==> config.mk <==
export PLATFORM = sky130hd
export DESIGN_NAME = huff_byte_serializer
export DESIGN_NICKNAME = d
export VERILOG_FILES = /design/src/rtl/huff_pkg.sv /design/src/rtl/huff_word_fifo.sv /design/src/rtl/huff_byte_serializer.sv
export SDC_FILE = /design/constraint.sdc
export NUM_CORES = 1
export LEC_CHECK = 0
export ABC_AREA = 0
export CAP_MARGIN = 5
export CORE_UTILIZATION = 40
export DETAILED_ROUTE_END_ITERATION = 10
export SYNTH_ARGS = -nofsm -noshare
export SYNTH_HDL_FRONTEND = slang
export SYNTH_HIERARCHICAL = 1
export SYNTH_SLANG_ARGS = --single-unit
==> constraint.sdc <==
create_clock -name clk -period 4.65 [get_ports clk]
set_clock_uncertainty 0.2 [all_clocks]
set_input_delay 0.93 -clock clk [delete_from_list [all_inputs] [get_ports clk]]
set_output_delay 0.93 -clock clk [all_outputs]
set_load 0.02 [all_outputs]
==> src/rtl/huff_pkg.sv <==
// Shared definitions for the Huffman output path (bit-concatenation stage and
// byte serializer).
package huff_pkg;

  localparam int BYTE_W = 8;

  localparam logic SH_EMPTY_ENC = 1'b0;
  localparam logic SH_SHIFT_ENC = 1'b1;

  typedef enum logic {
    SH_EMPTY = SH_EMPTY_ENC,
    SH_SHIFT = SH_SHIFT_ENC
  } sh_state_e;

  // Number of bytes needed to carry the given number of bits.
  function automatic int unsigned ceil_div8(input int unsigned bits);
    return (bits + 32'd7) / 32'd8;
  endfunction

endpackage

==> src/rtl/huff_word_fifo.sv <==
// Small synchronous word FIFO. The head entry is readable combinationally so
// the serializer can pop and load it in the same cycle.
module huff_word_fifo #(
  parameter int WIDTH = 8,
  parameter int DEPTH = 4,
  localparam int PTR_W = (DEPTH > 1) ? $clog2(DEPTH) : 1,
  localparam int CNT_W = $clog2(DEPTH + 1)
) (
  input  logic             clk,
  input  logic             rst_n,
  input  logic             push,
  input  logic             pop,
  input  logic [WIDTH-1:0] din,
  output logic [WIDTH-1:0] dout,
  output logic [CNT_W-1:0] count,
  output logic             full,
  output logic             empty
);

  logic [WIDTH-1:0] mem [DEPTH];
  logic [PTR_W-1:0] wr_ptr_q, wr_ptr_d;
  logic [PTR_W-1:0] rd_ptr_q, rd_ptr_d;
  logic [CNT_W-1:0] count_q, count_d;
  logic             do_push;
  logic             do_pop;

  assign full    = (count_q == CNT_W'(DEPTH));
  assign empty   = (count_q == '0);
  assign do_push = push && !full;
  assign do_pop  = pop && !empty;
  assign dout    = mem[rd_ptr_q];
  assign count   = count_q;

  // Pointers wrap naturally because DEPTH is a power of two.
  always_comb begin
    wr_ptr_d = wr_ptr_q;
    rd_ptr_d = rd_ptr_q;
    count_d  = count_q;
    if (do_push) wr_ptr_d = wr_ptr_q + PTR_W'(1);
    if (do_pop)  rd_ptr_d = rd_ptr_q + PTR_W'(1);
    case ({do_push, do_pop})
      2'b10:   count_d = count_q + CNT_W'(1);
      2'b01:   count_d = count_q - CNT_W'(1);
      default: count_d = count_q;
    endcase
  end

  always_ff @(posedge clk or negedge rst_n) begin
    if (!rst_n) begin
      wr_ptr_q <= '0;
      rd_ptr_q <= '0;
      count_q  <= '0;
    end else begin
      wr_ptr_q <= wr_ptr_d;
      rd_ptr_q <= rd_ptr_d;
      count_q  <= count_d;
    end
  end

  always_ff @(posedge clk) begin
    if (do_push) mem[wr_ptr_q] <= din;
  end

endmodule

==> src/rtl/huff_byte_serializer.sv <==
// Buffers Huffman concat-stage words and streams them out MSB-first as bytes
// over valid/ready; a final partial word emits only its ceil(len/8) bytes.
module huff_byte_serializer
  import huff_pkg::*;
#(
  parameter int OUT_WIDTH  = 128,
  parameter int FIFO_DEPTH = 4,
  localparam int LEN_W     = $clog2(OUT_WIDTH)
) (
  input  logic                 clk,
  input  logic                 rst_n,
  input  logic                 word_valid,
  input  logic [OUT_WIDTH-1:0] word_data,
  input  logic                 word_last,
  input  logic [LEN_W-1:0]     word_len,
  output logic                 almost_full,
  output logic                 overflow_err,
  output logic [7:0]           m_data,
  output logic                 m_valid,
  input  logic                 m_ready,
  output logic                 m_last,
  output logic [2:0]           m_bits
);

  localparam int ENTRY_W = OUT_WIDTH + 1 + LEN_W;
  localparam int CNT_W   = $clog2(FIFO_DEPTH + 1);
  localparam int BCNT_W  = $clog2(OUT_WIDTH / BYTE_W + 1);
  localparam int L_W     = LEN_W + 1;
  localparam logic [L_W-1:0]    FULL_LEN   = L_W'(OUT_WIDTH);
  localparam logic [BCNT_W-1:0] WORD_BYTES = BCNT_W'(OUT_WIDTH / BYTE_W);

  logic [ENTRY_W-1:0]   fifo_dout;
  logic [CNT_W-1:0]     fifo_count;
  logic                 fifo_full;
  logic                 fifo_empty;
  logic                 push_en;
  logic                 pop_en;
  logic [CNT_W-1:0]     next_count;

  logic [OUT_WIDTH-1:0] head_data;
  logic                 head_last;
  logic [LEN_W-1:0]     head_len;
  logic [L_W-1:0]       head_l;

  sh_state_e            state_q, state_d;
  logic [OUT_WIDTH-1:0] shift_q, shift_d;
  logic [BCNT_W-1:0]    byte_cnt_q, byte_cnt_d;
  logic                 last_q, last_d;
  logic [2:0]           bits_q, bits_d;

  logic                 m_valid_q, m_valid_d;
  logic [7:0]           m_data_q, m_data_d;
  logic                 m_last_q, m_last_d;
  logic [2:0]           m_bits_q, m_bits_d;
  logic                 almost_full_q, almost_full_d;
  logic                 overflow_q, overflow_d;

  logic                 out_free;
  logic                 advance;
  logic                 final_byte;

  huff_word_fifo #(
    .WIDTH (ENTRY_W),
    .DEPTH (FIFO_DEPTH)
  ) u_fifo (
    .clk   (clk),
    .rst_n (rst_n),
    .push  (word_valid),
    .pop   (pop_en),
    .din   ({word_data, word_last, word_len}),
    .dout  (fifo_dout),
    .count (fifo_count),
    .full  (fifo_full),
    .empty (fifo_empty)
  );

  assign head_data = fifo_dout[ENTRY_W-1 -: OUT_WIDTH];
  assign head_last = fifo_dout[LEN_W];
  assign head_len  = fifo_dout[LEN_W-1:0];
  assign head_l    = (head_len == '0) ? FULL_LEN : {1'b0, head_len};

  // Bytes leave through an output register; the shifter advances whenever
  // that register is empty or being drained, so throughput stays 1 byte/cycle.
  assign out_free   = !m_valid_q || m_ready;
  assign advance    = (state_q == SH_SHIFT) && out_free;
  assign final_byte = (byte_cnt_q == BCNT_W'(1));
  assign push_en    = word_valid && !fifo_full;
  assign pop_en     = !fifo_empty && ((state_q == SH_EMPTY) || (advance && final_byte));

  always_comb begin
    case ({push_en, pop_en})
      2'b10:   next_count = fifo_count + CNT_W'(1);
      2'b01:   next_count = fifo_count - CNT_W'(1);
      default: next_count = fifo_count;
    endcase
  end

  always_comb begin
    state_d       = state_q;
    shift_d       = shift_q;
    byte_cnt_d    = byte_cnt_q;
    last_d        = last_q;
    bits_d        = bits_q;
    m_valid_d     = m_valid_q;
    m_data_d      = m_data_q;
    m_last_d      = m_last_q;
    m_bits_d      = m_bits_q;
    almost_full_d = (next_count >= CNT_W'(FIFO_DEPTH - 1));
    overflow_d    = overflow_q || (word_valid && fifo_full);

    if (out_free) begin
      m_valid_d = 1'b0;
      m_last_d  = 1'b0;
      m_bits_d  = '0;
    end

    if (advance) begin
      m_valid_d  = 1'b1;
      m_data_d   = shift_q[OUT_WIDTH-1 -: BYTE_W];
      m_last_d   = last_q && final_byte;
      m_bits_d   = (last_q && final_byte) ? bits_q : 3'd0;
      shift_d    = shift_q << BYTE_W;
      byte_cnt_d = byte_cnt_q - BCNT_W'(1);
      if (final_byte) state_d = SH_EMPTY;
    end

    // A final word is left-justified so its first valid bit leads the byte.
    if (pop_en) begin
      state_d = SH_SHIFT;
      if (head_last) begin
        shift_d    = head_data << (FULL_LEN - head_l);
        byte_cnt_d = BCNT_W'(ceil_div8(32'(head_l)));
        last_d     = 1'b1;
        bits_d     = head_l[2:0];
      end else begin
        shift_d    = head_data;
        byte_cnt_d = WORD_BYTES;
        last_d     = 1'b0;
        bits_d     = '0;
      end
    end
  end

  always_ff @(posedge clk or negedge rst_n) begin
    if (!rst_n) begin
      state_q       <= SH_EMPTY;
      shift_q       <= '0;
      byte_cnt_q    <= '0;
      last_q        <= 1'b0;
      bits_q        <= '0;
      m_valid_q     <= 1'b0;
      m_data_q      <= '0;
      m_last_q      <= 1'b0;
      m_bits_q      <= '0;
      almost_full_q <= 1'b0;
      overflow_q    <= 1'b0;
    end else begin
      state_q       <= state_d;
      shift_q       <= shift_d;
      byte_cnt_q    <= byte_cnt_d;
      last_q        <= last_d;
      bits_q        <= bits_d;
      m_valid_q     <= m_valid_d;
      m_data_q      <= m_data_d;
      m_last_q      <= m_last_d;
      m_bits_q      <= m_bits_d;
      almost_full_q <= almost_full_d;
      overflow_q    <= overflow_d;
    end
  end

  assign m_valid      = m_valid_q;
  assign m_data       = m_data_q;
  assign m_last       = m_last_q;
  assign m_bits       = m_bits_q;
  assign almost_full  = almost_full_q;
  assign overflow_err = overflow_q;

endmodule

* After elaboration in Yosys (flattened, before gate mapping)
Memory sizes are Yosys's and may differ from the RTL's. Index checks and enable logic that the tools add are counted.
Storage, ports and cells: bits in registers 160, RAM bits 544, input port bits 140, output and inout bits 15, word-level logic and storage cells 73, memories 1
Operators by class: add/subtract/negate cells 7, $lt $le $gt $ge 1, equality and inequality tests 6, shift operators 1, multiplexer cells 22, bitwise gates (word level) 1, reduce and logical (&&, ||, !) cells 20
Memory list:
- u_fifo.mem | depth 4, width 136, rd ports 1, clocked after memory_dff 0, wr ports 1, line huff_word_fifo.sv:20 | logic [WIDTH-1:0] mem [DEPTH];
Operators by type and width (number):
- $mux W128 | 3
- $shl A128 B8 Y128 | 1
- $mux W5 | 3
- $mux W3 | 4
- $pmux W3 S2 | 2
- $mux W1 | 9
- $add A8 B3 Y8 const B | 1
- $mux W8 | 1
- $reduce_bool A2 Y1 | 4
- $sub A8 B8 Y8 const A | 1
- $logic_and A1 B1 Y1 | 7
- $logic_not A7 Y1 | 1
- $eq A5 B1 Y1 const B | 1
- $sub A5 B1 Y5 const B | 1
- $add A2 B1 Y2 const B | 2
- $eq A2 B1 Y1 const B | 2
- $eq A2 B2 Y1 const B | 2
- $add A3 B1 Y3 const B | 1
- $eq A3 B3 Y1 const B | 1
- $ge A3 B2 Y1 const B | 1
- $logic_not A1 Y1 | 3
- $logic_not A3 Y1 | 1
- $logic_or A1 B1 Y1 | 3
- $sub A3 B1 Y3 const B | 1
- 2 further kinds | 2

* Logic depth before layout (Yosys ltp)
Gate-level depths: netlist of run 1.
word-level depth 9, depth in mapped cells 18, depth with buffers taken out 13

* Modules after synthesis
Netlist of run 1, hierarchy kept.
By module, submodules not included:
- huff_word_fifo | instances 1, cells an instance 749, area each 20064.2 um^2
- huff_byte_serializer | instances 1, cells an instance 2619, area each 19816.5 um^2

* Least setup slack after synthesis of run 1
Ideal clock, no wire load.
kind reg2reg, start point register u_fifo.rd_ptr_q[0], end point register shift_q[89], library setup time 144 ps, arrival time 4207 ps, data required time 4306 ps, setup slack 99 ps, cell stages (with the launch flop) 17, path buffers 8, cell sequence dfrtp_1 > buf_2 > buf_6 > mux4_2 > inv_1 > clkbuf_1 > ha_1 > buf_2 > nor3b_1 > xnor2_1 > clkbuf_1 > buf_1 > buf_1 > clkbuf_1 > nor2_1 > o311ai_0 > a32oi_1
On the way: longest elaborated chain between the ends 7
Ends and longest elaborated chain:
- start, declared | line huff_word_fifo.sv:22 | logic [PTR_W-1:0] rd_ptr_q, rd_ptr_d;
- start signal, assigned | line huff_word_fifo.sv:55 | rd_ptr_q <= rd_ptr_d;
- $mem_v2 Z4 W136 (*)
- net fifo_dout[0] | line huff_byte_serializer.sv:32 | logic [ENTRY_W-1:0] fifo_dout;
- $logic_not A7 Y1 | line huff_byte_serializer.sv:80 | assign head_l = (head_len == '0) ? FULL_LEN : {1'b0, head_len};
- $mux W8 (*) | line huff_byte_serializer.sv:80
- $sub A8 B8 Y8 (*) | line huff_byte_serializer.sv:131 | shift_d = head_data << (FULL_LEN - head_l);
- $shl A128 B8 Y128 (*) | line huff_byte_serializer.sv:131
- $mux W128 (*) | line huff_byte_serializer.sv:130 | if (head_last) begin
- $mux W128 (*) | line huff_byte_serializer.sv:128 | if (pop_en) begin
- end signal, assigned | line huff_byte_serializer.sv:159 | shift_q <= shift_d;
- end, declared | line huff_byte_serializer.sv:46 | logic [OUT_WIDTH-1:0] shift_q, shift_d;
The timed path passes the listed nets; every way through them passes the cells marked *. A chain may end at the register's enable or synchronous reset.

* Worst setup path in the final report of run 1
start point register u_fifo.rd_ptr_q[0], end point register shift_q[127]
The elaborated chain is that of the path after synthesis.

==> reports/results.txt, run 1 <==
asr flop ratio synth - 0.2273
highest-count cells in the layout ignoring fill and taps - 602 x buf_4, 544 x edfxtp_1, 432 x nand2_1, 193 x mux2i_1, 172 x mux4_2
YS warnings - 6
GR Util All Layers - 0.3483
min-delay worst type - in2async
unrepaired setup endpoints after global routing - true
WL per Instance - 33.54 um
hold_buf cts - 0
DRT met1 WL - 73440 um
worst setup path startpoint - u_fifo/rd_ptr_q[0]
Synth Area in Adders - 0.003828
Slew @ Worst Pin - 1.220 ns
Initial Util - 0.4046
# fillers - 8719
setup TNS - 0 ns
Worst Reg-to-Reg Cells - 15
DR WL met2 - 74630 um
Worst path max stage delay - 0.51 ns
crit path cell chain - mux4_4 -> inv_4 -> ha_4 -> buf_4 -> nor4b_4 -> buf_4 -> a21oi_4 -> buf_4 -> buf_4 -> mux2i_1 -> mux2i_1 -> a22oi_1 -> a221oi_1 -> o21ai_0 -> a311o_1
commonest non-fill, non-tap cell in the layout - buf_4
met3 WL - 20860 um
Final nets - 4109
xor/xnor share of the synthesized area - 0.003953
status - completed
FF+latch count, synth - 704
mux contribution to synthesized area - 0.1615
Post-synth EDFFs - 544
simple-gate portion of the synthesized area - 0.09509
ANT nets after route - 0
ys flop type - edfxtp_1
Rel. slew slack - 0.1836
Crit path required time - 5.07 ns
FF-to-FF End - shift_q[127]
Iter 0 DRT Violations - 5105
CP Launch Type - register
die height - 317.8 um
PortBufs - 154
crit path kind - reg2reg
Crit path arrival time - 5.05 ns
chip width - 317.8 um
vias in the first global route - 33716
CTS Buf Count - 76
grt ovf - 0
final hold viol count - 0
mean post-synth cell area - 11.84 um2
Post-Synthesis Cells - 3368
CTS tree - done
H-tree levels - 3
number of clock sinks - 704
worst hold slack - 0.04795 ns
mapped cell area - 39880 um2
final period utilization - 0.9964
detailed placement HPWL - 135800 um
Final Max Tran Viols - 0
Routed WL - 178100 um
post-synthesis compound-gate area fraction - 0.1879
slowest cell on the critical path - o21ai_0
Critical Path Fanout Max - 7
clock-pin slew on the worst setup and hold paths - 0.07 ns
crit-path most repeated cell - buf_4
io pins - 155
Peak Freq - 215.8 MHz
initial antenna violation count - 15
Critical Path End - shift_q[127]
Residual DRC - 0
largest net degree at the start of global routing - 131
first-pass GRT wire length - 251800 um
final setup fails - 0
register area - 20350 um2
syn_nets - 3519
via count - 34692
die area - 101000 um2
RD Place Congestion - 1.124
crit end category - register
fraction of layout cells with a size suffix above 1 - 0.2754
clock buffer depth - 3
worst skew pair latency - 0.67 ns
Layout area overhead - 25.62%
r2r startpoint - u_fifo/rd_ptr_q[0]
total core area - 98560 um2
Top Metal Used - met5
multi-input logic area - 18440 um2
Max-Cap Viols - 0
largest family of logic cells by synthesized area - compound AO/OA/AOI/OAI gates
# rows - 115
Tmin final - 4.633 ns
sequential fraction of the synthesis area - 0.5100
unique cell type count in the Yosys netlist - 92
Root Driver - clkbuf_16
Pre-antenna DRT Iters - 6
via density per instance - 6.533
R2R setup slack - 0.02 ns
==> metrics by stage <==
| step | worst slack, ns | instance area (um2) | cells | util |
|---|---|---|---|---|
| after CTS | 0.0004112 | 49780 | 5300 | 0.5050 |
| final | 0.01674 | 50100 | 5310 | 0.5083 |
| after floorplan | 0.09871 | 39880 | 3368 | - |
| after global placement | -0.3763 | 47360 | 5162 | 0.4805 |
| after global routing | -0.005107 | 50080 | 5303 | 0.5081 |
| after detailed placement | -0.4563 | 47360 | 5162 | 0.4805 |
==> worst max-delay path, delay by kind of cell (launching register included) <==
family	cells	cell delay (ns)
adder cells (fa/ha/maj)	1	0.15
AND/OR/NAND/NOR	1	0.13
buffers and inverters	5	0.80
flip-flops	1	0.50
multiplexers	3	1.10
AO/OA/AOI/OAI	5	1.66
==> metal layers <==
| layer | global-route usage | vias to the layer above |
|---|---|---|
| met5 | 0 | - |
| met4 | 0.1537 | 14 |
| met3 | 0.1026 | 450 |
| met2 | 0.5004 | 2201 |
| met1 | 0.4860 | 17386 |
| li1 | - | 14641 |
==> registers in the layout, indices dropped and copies added, names as in the netlist <==
signal           flops
last_q               1
u_fifo/wr_ptr_q      2
almost_full          1
m_bits               3
m_last               1
u_fifo/rd_ptr_q      2
m_data               8
shift_q            128
overflow_err         1
m_valid              1
byte_cnt_q           5
bits_q               3
u_fifo/mem         544
state_q              1
u_fifo/count         3
==> timing repair <==
item,CTS,global route
pin swaps,1,2
gates cloned,0,1
endpoints found under the setup margin,61,68
buffers inserted,2,3
resized for setup,8,53
==> final cells by class <==
cell class | count | area share
inverter | 34 | 0.002697
multi-input combinational | 2327 | 0.3680
clock buffer | 94 | 0.03994
tap | 1287 | 0.03214
antenna | 7 | 0.0003497
sequential | 704 | 0.4061
clock inverter | 42 | 0.007368
timing repair buffer | 815 | 0.1434
==> cells in the mapped netlist, drive strengths merged, types with 25 or more instances <==
library cell    n  area, um2
inv            34      127.6
nor2b          64      400.4
buf           160      842.1
o21ai         105      536.8
nand2         435       1638
nor3           40      210.2
a221oi         60      525.5
and3           25      161.4
nor2          113      424.2
nand2b         25      156.4
clkbuf        143      536.8
o22ai          41      256.5
a21o           29      217.7
a31oi         155      969.7
a32oi          25      219.0
edfxtp        544      16340
mux2           49      555.5
a211oi         82      620.6
mux2i         196       1962
nand3          60      300.3
a22oi          59      442.9
dfrtp         160       4004
a21oi         153      769.5
mux4          174       3923
o211ai         76      570.6
==> worst min path at each step <==
stage / startpoint / to / slack (ns) / cells after the start
floorplan: shift_q[126] / m_data[6] / 0.24 / 2
global placement: m_last / m_last / 0.26 / 1
detailed placement: shift_q[110] / shift_q[110] / 0.26 / 2
CTS: rst_n / shift_q[43] / 0.07 / 1
global route: rst_n / shift_q[43] / 0.09 / 1
finish: rst_n / shift_q[43] / 0.05 / 1
==> kinds of logic (layout without fill, tap and decap cells) <==
kind of cell	count (synthesis)	after routing
compound gates	1047	1047
xor+xnor	18	18
fa+ha+maj	11	11
buf+inv	337	985
flops	704	704
mux	419	419
other cells	0	7
simple gates	832	832
Power of run 1 is left out: the tool's default activity adds up to more than one toggle a clock period on the data nets, which glitch-free logic cannot reach.
==> run 2: changes to the inputs <==
CORE_UTILIZATION = 30   (was 40)
==> run 2 against run 1 <==
Compared with the run above:
- wire length grew 0.63%
- final area grew 1.1%
- critical endpoint is now shift_q[115]
- die area grew 33%
- first-iteration DRC count shrank 6.5%
==> reports/results.txt, run 2 (synthesis gave the netlist of run 1 again) <==
CTS Buf Count - 77 (+1.3%)
Area after DPL - 47930 um2 (+1.2%)
Routed WL - 179200 um (+0.63%)
Root Driver - clkbuf_16
crit path kind - reg2reg
clock-pin slew on the worst setup and hold paths - 0.06 ns (about the same)
detailed placement HPWL - 135600 um (about the same)
GR Util All Layers - 0.2607 (-0.08760)
r2r startpoint - u_fifo/rd_ptr_q[0]
Iter 0 DRT Violations - 4774 (-6.5%)
Final Max Tran Viols - 0 (unchanged)
WL per Instance - 31.22 um (-6.9%)
crit path cell chain - buf_4 -> mux4_2 -> buf_4 -> buf_4 -> buf_4 -> nor2_1 -> a211oi_1 -> buf_4 -> a21oi_1 -> mux2i_2 -> buf_4 -> mux2i_1 -> buf_4 -> mux2i_1 -> buf_4 -> o221ai_1 -> a2bb2oi_1
first-pass GRT wire length - 253600 um (+0.70%)
die area - 134400 um2 (+33%)
grt ovf - 0 (unchanged)
Worst Reg-to-Reg Cells - 17 (+2)
largest net degree at the start of global routing - 123 (-6.1%)
Critical Path Fanout Max - 13 (+6)
total core area - 131600 um2 (+34%)
clock buffer depth - 3 (unchanged)
Layout area overhead - 27.03%
Max-Cap Viols - 0 (unchanged)
register area - 20350 um2 (unchanged)
Crit path required time - 5.08 ns (about the same)
# fillers - 12716 (+46%)
R2R setup slack - 0.05 ns (+0.03 ns)
fraction of layout cells with a size suffix above 1 - 0.2723 (-0.003059)
Tmin final - 4.605 ns (-0.02859 ns)
min-delay worst type - in2async
Residual DRC - 0 (unchanged)
Rel. slew slack - 0.1626 (-0.02102)
RD Place Congestion - 1.037 (-7.8%)
FF-to-FF End - shift_q[115]
Peak Freq - 217.2 MHz (+0.62%)
ANT nets after route - 0 (unchanged)
Slew @ Worst Pin - 1.251 ns (+0.03142 ns)
worst path bufs/invs - 8 (+3)
via count - 34669 (-0.066%)
via density per instance - 6.039 (-7.6%)
slowest cell on the critical path - mux4_2
commonest non-fill, non-tap cell in the layout - buf_4
die height - 366.6 um (+15%)
number of clock sinks - 704 (unchanged)
final period utilization - 0.9903 (-0.006149)
H-tree levels - 3 (unchanged)
Initial Util - 0.3030 (-0.1016)
unrepaired setup endpoints after global routing - true
multi-input logic area - 18440 um2 (about the same)
Crit path arrival time - 5.04 ns (about the same)
PortBufs - 154 (unchanged)
max FFs per register - 544 (unchanged)
crit-path most repeated cell - buf_4
CTS tree - done
CP Launch Type - register
status - completed
vias in the first global route - 33888 (+0.51%)
Worst path max stage delay - 0.56 ns (+0.05 ns)
final setup fails - 0 (unchanged)
Pre-antenna DRT Iters - 6 (unchanged)
Top reg by flops - u_fifo/mem
crit end category - register
post-route cell area - 50660 um2 (+1.1%)
chip width - 366.6 um (+15%)
hold_buf cts - 0 (unchanged)
# rows - 133 (+16%)
highest-count cells in the layout ignoring fill and taps - 563 x buf_4, 544 x edfxtp_1, 432 x nand2_1, 187 x mux2i_1, 172 x mux4_2
Final nets - 4080 (-0.71%)
initial antenna violation count - 7 (-8)
worst skew pair latency - 0.73 ns (+0.06 ns)
family with the most delay on the worst path - buffers and inverters
setup TNS - 0 ns (unchanged)
final hold viol count - 0 (unchanged)
io pins - 155 (unchanged)
fin util - 0.3849 (-0.1234)
-- run 2: changes by cell type in the layout (fill, tap and decap cells not counted), sizes merged --
cell,change
clkinv,-1
clkinvlp,-5
clkbuf,+4
buf,-31
diode,-5
inv,+1
-- run 2: worst max-delay path by stage --
stage / start / endpoint / cells past startpoint
floorplan: u_fifo/rd_ptr_q[0] / shift_q[89] / 16
global placement: u_fifo/rd_ptr_q[0] / shift_q[115] / 16
detailed placement: u_fifo/rd_ptr_q[0] / shift_q[115] / 14
CTS: u_fifo/rd_ptr_q[0] / shift_q[120] / 13
global route: u_fifo/rd_ptr_q[0] / shift_q[115] / 17
finish: u_fifo/rd_ptr_q[0] / shift_q[115] / 17
-- run 2: stage by stage --
step	setup WS (ns)	hold WS, ns	cells
floorplan	0.09871	0.2385	3368
global placement	-0.1143	0.2442	5602
detailed placement	-0.03440	0.2642	5602
CTS	0.04445	0.1637	5736
global route	-0.04476	0.2137	5739
finish	0.04534	0.1398	5741
-- run 2: layer usage --
layer | GRT usage | routed length (um)
met2 | 0.3953 | 78930
met1 | 0.3554 | 73630
met4 | 0.1186 | 9118
met5 | 0 | 49
met3 | 0.05611 | 17480
-- run 2: cell type report --
type	instances	share of cell area
inverters	34	0.002593
flip-flops and latches	704	0.4016
clock inverters	37	0.006742
multi-input cells	2327	0.3640
well taps	1755	0.04334
diodes	2	0.00009879
clock buffers	97	0.04075
repair buffers	785	0.1408
-- run 2: worst reg2reg max path, delay by kind of cell, from the launching register on --
family,cells,cell delay (ns)
buffers and inverters,8,1.49
muxes,4,1.11
AOI/OAI and AO/OA,4,0.92
DFF,1,0.48
and+or+nand+nor,1,0.34
-- run 2: repair_timing --
item,CTS,global route
buffers inserted,0,2
resized for setup,2,61
setup endpoints to repair,2,50
pin swaps,0,3
gates cloned,0,1
Power of run 2 is left out for the same reason.
